**src/rtl/gate_capture_controller.sv**
```systemverilog
// Measurement sequencer for the frequency counter. It clears, gates and freezes the
// clk_x BCD counter, snapshots the result, and hands it to the streamer with a strobe.
module gate_capture_controller #(
  parameter int DIGITS_NUM    = 6,
  parameter int GATE_CYCLES   = 1000000,
  parameter int CLEAR_CYCLES  = 4,
  parameter int SETTLE_CYCLES = 4,
  parameter bit BLANK_ZEROS   = 1'b1
) (
  input  logic                    clk_in,
  input  logic                    rstn_in,
  input  logic                    run_in,
  input  logic [4*DIGITS_NUM-1:0] cnt_digits_in,
  input  logic                    cnt_ovf_in,
  output logic                    cnt_reset_out,
  output logic                    cnt_enable_out,
  output logic [4*DIGITS_NUM-1:0] digits_out,
  output logic                    overflow_out,
  output logic                    refresh_stb_out,
  input  logic                    streamer_ready_in,
  output logic                    gate_active_out
);

  localparam logic [2:0] S_IDLE    = 3'd0;
  localparam logic [2:0] S_CLEAR   = 3'd1;
  localparam logic [2:0] S_GATE    = 3'd2;
  localparam logic [2:0] S_SETTLE  = 3'd3;
  localparam logic [2:0] S_CAPTURE = 3'd4;

  localparam int MAX_LOAD = (GATE_CYCLES > CLEAR_CYCLES) ?
                            ((GATE_CYCLES > SETTLE_CYCLES) ? GATE_CYCLES : SETTLE_CYCLES) :
                            ((CLEAR_CYCLES > SETTLE_CYCLES) ? CLEAR_CYCLES : SETTLE_CYCLES);
  localparam int CW = $clog2(MAX_LOAD + 1);
  localparam int DW = 4 * DIGITS_NUM;

  logic [2:0]    r_state;
  logic [2:0]    w_state_next;
  logic [CW-1:0] r_cnt;
  logic [CW-1:0] w_cnt_next;
  logic          r_ovf_meta;
  logic          r_ovf_sync;
  logic          r_pending;
  logic          w_pending_eff;
  logic          r_cnt_reset;
  logic          r_cnt_enable;
  logic          r_gate_active;
  logic          r_refresh_stb;
  logic          r_overflow;
  logic [DW-1:0] r_digits;
  logic [DW-1:0] w_blanked;

  // One down-counter is shared by every timed state; it is reloaded on each transition.
  always_comb begin
    w_state_next = r_state;
    w_cnt_next   = r_cnt;
    case (r_state)
      S_IDLE: begin
        if (run_in) begin
          w_state_next = S_CLEAR;
          w_cnt_next   = CW'(CLEAR_CYCLES - 1);
        end
      end
      S_CLEAR: begin
        if (r_cnt == '0) begin
          w_state_next = S_GATE;
          w_cnt_next   = CW'(GATE_CYCLES - 1);
        end else begin
          w_cnt_next = r_cnt - 1'b1;
        end
      end
      S_GATE: begin
        if (r_cnt == '0) begin
          w_state_next = S_SETTLE;
          w_cnt_next   = CW'(SETTLE_CYCLES - 1);
        end else begin
          w_cnt_next = r_cnt - 1'b1;
        end
      end
      S_SETTLE: begin
        if (r_cnt == '0) begin
          w_state_next = S_CAPTURE;
        end else begin
          w_cnt_next = r_cnt - 1'b1;
        end
      end
      S_CAPTURE: begin
        if (run_in) begin
          w_state_next = S_CLEAR;
          w_cnt_next   = CW'(CLEAR_CYCLES - 1);
        end else begin
          w_state_next = S_IDLE;
        end
      end
      default: begin
        w_state_next = S_IDLE;
        w_cnt_next   = '0;
      end
    endcase
  end

  // Leading-zero blanking; digit 0 always stays visible.
  always_comb begin : blank_proc
    logic w_lead;
    w_blanked = cnt_digits_in;
    w_lead    = BLANK_ZEROS;
    for (int i = DIGITS_NUM - 1; i >= 1; i--) begin
      if (w_lead && (cnt_digits_in[4*i +: 4] == 4'd0)) begin
        w_blanked[4*i +: 4] = 4'hF;
      end else begin
        w_lead = 1'b0;
      end
    end
  end

  // A capture in progress counts as pending so the strobe can leave with the new snapshot.
  assign w_pending_eff = r_pending || (r_state == S_CAPTURE);

  always_ff @(posedge clk_in or negedge rstn_in) begin
    if (!rstn_in) begin
      r_state       <= S_IDLE;
      r_cnt         <= '0;
      r_ovf_meta    <= 1'b0;
      r_ovf_sync    <= 1'b0;
      r_pending     <= 1'b0;
      r_cnt_reset   <= 1'b1;
      r_cnt_enable  <= 1'b0;
      r_gate_active <= 1'b0;
      r_refresh_stb <= 1'b0;
      r_overflow    <= 1'b0;
      r_digits      <= '0;
    end else begin
      r_state       <= w_state_next;
      r_cnt         <= w_cnt_next;
      r_ovf_meta    <= cnt_ovf_in;
      r_ovf_sync    <= r_ovf_meta;
      r_cnt_reset   <= (w_state_next == S_IDLE) || (w_state_next == S_CLEAR);
      r_cnt_enable  <= (w_state_next == S_GATE);
      r_gate_active <= (w_state_next == S_GATE);
      if (r_state == S_CAPTURE) begin
        r_digits   <= w_blanked;
        r_overflow <= r_ovf_sync;
      end
      if (w_pending_eff && streamer_ready_in) begin
        r_refresh_stb <= 1'b1;
        r_pending     <= 1'b0;
      end else begin
        r_refresh_stb <= 1'b0;
        r_pending     <= w_pending_eff;
      end
    end
  end

  assign cnt_reset_out   = r_cnt_reset;
  assign cnt_enable_out  = r_cnt_enable;
  assign gate_active_out = r_gate_active;
  assign refresh_stb_out = r_refresh_stb;
  assign overflow_out    = r_overflow;
  assign digits_out      = r_digits;

endmodule

```
**config.mk**
```make
export PLATFORM = sky130hd
export DESIGN_NAME = gate_capture_controller
export DESIGN_NICKNAME = d
export VERILOG_FILES = /design/src/rtl/gate_capture_controller.sv
export SDC_FILE = /design/constraint.sdc
export NUM_CORES = 1
export LEC_CHECK = 0
export CAP_MARGIN = 20
export CORE_UTILIZATION = 30
export CTS_CLUSTER_DIAMETER = 50
export DETAILED_ROUTE_END_ITERATION = 10
export PLACE_DENSITY = 0.48
export SETUP_SLACK_MARGIN = 0.15
export SLEW_MARGIN = 15
export SYNTH_ARGS = -nofsm -noshare
export SYNTH_HDL_FRONTEND = slang
export SYNTH_SLANG_ARGS = --single-unit
```
**constraint.sdc**
```tcl
create_clock -name clk_in -period 4.3 [get_ports clk_in]
set_input_delay 0.86 -clock clk_in [delete_from_list [all_inputs] [get_ports clk_in]]
set_output_delay 0.86 -clock clk_in [all_outputs]
set_load 0.1 [all_outputs]
```
==> out/summary.md <==
For this run, the slowest stage of the critical path takes 1120 ps. The first-pass iteration count of the detailed router came out at 4. After the first detailed-routing iteration, the DRC count stood at 68. The critical path launch point type is a flop.

The signed area change from the synthesized netlist to the final layout came out at 28.73%. In this run the vertical extent of the chip is 96.34 µm. Broken down by cell family, the worst path's largest delay share belongs to buffers and inverters. The headroom to the max-slew limit came out at 0.3280. After synthesis the netlist holds a flip-flop and latch count of 54. The main flop type after synthesis was sky130_fd_sc_hd__dfrtp_1.

The routed design uses 458 µm of met3 wire. TritonCTS built the clock tree. 58 I/O pins were placed. The number of design rule violations left after detail routing is 0, and the top fanout value on the critical path is 1.

The average cell area after synthesis is 9.816 µm², and the sequential fraction of the synthesis area is 0.5066. For the worst flop-to-flop path, the logic depth is 8. The fraction of the cycle the final worst path needs works out to 0.6548. Along the worst hold path, the cell count comes to 0. In this run the post-CTS setup repair buffer count came out at 0.

The floorplan step defined a die boundary enclosing 9281 µm². The tools report the final net count as 359. The fraction of final layout cells with drive strength greater than 1 is 0.1003. The tools report the master cell of the clock root buffer as sky130_fd_sc_hd__clkbuf_8.

The repair_antennas step left the layout with diodes totalling 0. The flow ran to the end, and the final reports show no timing, DRC or antenna violations. The sum of buffers and inverters on the critical path came out at 1.

Traced cell by cell, the critical path runs through clkdlybuf4s50_1. The run gives 3437 µm² as the post-layout instance area. The combined area of the multi-input logic cells is 1225 µm², and the clock sink total is 54. The ratio of routed vias to standard cells was 5.110. Based on the critical path, the design can be clocked at up to 355.1 MHz. The global-route usage over all layers is 0.1419. Adding up every negative setup slack in the final design gives 0 ps. The critical path is of the flop to output port type. For the number of placement rows, the log shows 34.

The type of the most critical hold path is flop to flop. For the required time of the critical path, the log shows 3440 ps. The count of unique library cells instantiated by Yosys was 50; the half-perimeter wire length of the detailed placement result was 4.596 mm. At the pin with the least slew margin, the transition time is 1005 ps. The clock slew at the register clock pins of the worst setup and hold paths works out to 100 ps. The logs give 0 for the number of pins exceeding their max-slew limit in the final report and 3327 µm² for the area after detailed placement.

The logs give 0 for the total congestion overflow and 2.933 mm for the wire length on met2. The power density normalized to cell area is 265.2 nW/µm². The net count of the mapped netlist is 303, and the largest vdd supply drop is 0.1307 mV. The floorplan step defined a core boundary enclosing 8678 µm².

The layout has 888 filler cells. The tools report the level count of the clock H-tree as 2. The count of cell instances traversed by the critical path came out at 1. The share of synthesized flip-flops with an asynchronous set or reset is 1.000.

The minimum clock period was 2816 ps. Setup violations remaining at the end of the flow were counted as 0. The run gives 0 as the number of antenna violations at the first check in global routing. For this design, the slowest cell found on the critical path is sky130_fd_sc_hd__clkdlybuf4s50_1.

The tools report the max-capacitance violation count as 0. The detailed router put a total of 2.976 mm of wire on met1. The via count of the first global-routing pass is 2123, and the number of gates given a new drive strength after cts is 0. For this run, the number of Yosys warnings is 0. Detail-routed net length per standard cell: 14.70 µm.

Setup repair after global routing left no endpoint under its margin. The first global-routing pass estimated 10.11 mm of wire. Utilization after layout: 0.3961.

The logs give 0.7541 for the last weighted congestion value of the routability-driven placer and 2233 for the vias after detailed routing. The run gives 272 as the instance count of the mapped netlist. The tools report the maximum clock insertion buffer count as 2. The die is 96.34 µm wide. For the clock insertion delay at the later pin of the skew report, the log shows 310 ps.

The tools report the final worst clock skew as 7.140 ps. The tools report the final hold violation count as 0. The run gives 5 as the number of buffers created by CTS. The number of nets with antenna violations after detailed routing was 0. The area occupied by registers is 1353 µm², and the static power due to leakage is 1.328 nW.

Number of hold-repair buffers added at the cts stage: 0. Counting flops with a built-in enable in the synthesized netlist gives 0. The cell area that synthesis handed to floorplanning was 2670 µm².

For this block, the routed nets add up to 6.426 mm of wire. After detailed routing, no signal wire sits above met4. Entering global routing, the biggest net connects 41 pins. Data on the critical path arrives at its endpoint at 1960 ps. The initial cell density of the core is 0.3077. The count of port buffers added during placement was 57. STA classifies the critical path endpoint as an output port.
-- cell type report --
type	instances	area share
repair buffers	60	0.1711
well taps	108	0.03932
inverters	7	0.007645
clock buffers	6	0.02111
flip-flops and latches	54	0.3935
clock inverters	2	0.01092
multi-input cells	200	0.3564
-- cells by family (layout without fill, tap and decap cells) --
family                   Yosys count  after routing  share of synthesized area
adder cells (fa/ha/maj)            2              2                   0.009371
buffers and inverters             18             75                    0.03655
AND/OR/NAND/NOR                  113            113                     0.2348
AO/OA/AOI/OAI                     80             80                     0.1917
multiplexers                       5              5                    0.02109
flip-flops                        54             54                     0.5066
-- flip-flops by register name (all words and copies together), names as in the netlist --
name             cells
r_ovf_meta           1
overflow_out         1
r_ovf_sync           1
cnt_reset_out        1
r_pending            1
gate_active_out      1
digits_out          24
r_state              3
r_cnt               20
refresh_stb_out      1
-- layer usage --
layer	GRT usage	vias to the layer above
met2	0.2441	57
met5	0	-
met3	0.03318	8
li1	-	1121
met1	0.1801	1047
met4	0.03309	0
-- layout by cell type, fill, tap and decap left out, drive strengths merged, types with 2 or more instances in the layout --
cell type	netlist	routed
nand3b	2	2
o22a	10	10
and2	2	2
o21a	2	2
mux2	5	5
nor2	36	36
nor3b	2	2
inv	7	7
o311ai	2	2
o21ai	15	15
nor4	9	9
or4	9	9
buf	6	4
a21o	2	2
and3	2	2
nand3	7	7
nor3	11	11
or2	3	3
nor2b	2	2
dfrtp	53	53
nand2b	4	4
nand2	12	12
a22o	2	2
o22ai	2	2
nand4	2	2
a31oi	5	5
clkbuf	5	6
clkdlybuf4s50	0	56
ha	2	2
o31ai	6	6
or3	6	6
o211ai	3	3
a21oi	29	29
-- cell usage after synthesis (3+ instances only) --
| cell type | number | area share |
|---|---|---|
| sky130_fd_sc_hd__o21ai_1 | 3 | 0.0056 |
| sky130_fd_sc_hd__nor3_1 | 10 | 0.019 |
| sky130_fd_sc_hd__o31ai_1 | 6 | 0.017 |
| sky130_fd_sc_hd__nand2b_1 | 4 | 0.0094 |
| sky130_fd_sc_hd__nor2_1 | 36 | 0.051 |
| sky130_fd_sc_hd__or2_2 | 3 | 0.0070 |
| sky130_fd_sc_hd__nand2_1 | 12 | 0.017 |
| sky130_fd_sc_hd__a31oi_1 | 5 | 0.012 |
| sky130_fd_sc_hd__nand3_1 | 7 | 0.013 |
| sky130_fd_sc_hd__a21oi_1 | 29 | 0.054 |
| sky130_fd_sc_hd__o21ai_0 | 12 | 0.022 |
| sky130_fd_sc_hd__mux2_2 | 5 | 0.021 |
| sky130_fd_sc_hd__or3_1 | 4 | 0.0094 |
| sky130_fd_sc_hd__inv_1 | 7 | 0.0098 |
| sky130_fd_sc_hd__o22a_1 | 10 | 0.033 |
| sky130_fd_sc_hd__or4_1 | 9 | 0.025 |
| sky130_fd_sc_hd__dfrtp_1 | 53 | 0.50 |
| sky130_fd_sc_hd__nor4_1 | 7 | 0.016 |
| sky130_fd_sc_hd__clkbuf_1 | 5 | 0.0070 |
| sky130_fd_sc_hd__o211ai_1 | 3 | 0.0084 |
-- through the flow --
step / setup slack (ps) / hold slack [ps] / power (W) / instances
floorplan: 1988 / 331.2 / 0.0005356 / 272
global placement: 1282 / 333.2 / 0.0005778 / 429
detailed placement: 1315 / 362.3 / 0.0005782 / 429
CTS: 1475 / 392.2 / 0.0009267 / 437
global route: 1433 / 405.1 / 0.0009524 / 437
finish: 1484 / 388.6 / 0.0009115 / 437
-- where the power goes --
part | internal [W] | leakage [nW] | total, W | switching [W]
logic | 0.0000284 | 0.647 | 0.0000502 | 0.0000218
clock network | 0.000174 | 0.0514 | 0.000344 | 0.000170
registers | 0.000512 | 0.630 | 0.000517 | 0.00000506
total | 0.000714 | 1.33 | 0.000911 | 0.000197
-- worst paths after layout --
| check | to | slack (ps) | start |
|---|---|---|---|
| min reg2reg | r_ovf_sync | 390 | r_ovf_meta |
| min | r_ovf_sync | 390 | r_ovf_meta |
| max | cnt_reset_out | 1480 | cnt_reset_out |
| max in group asynchronous | digits_out[14] | 2890 | rstn_in |
| min in group asynchronous | digits_out[16] | 540 | rstn_in |
| max reg2reg | r_cnt[18] | 1630 | r_cnt[0] |
No activity file was read; power rests on OpenSTA's default activity.
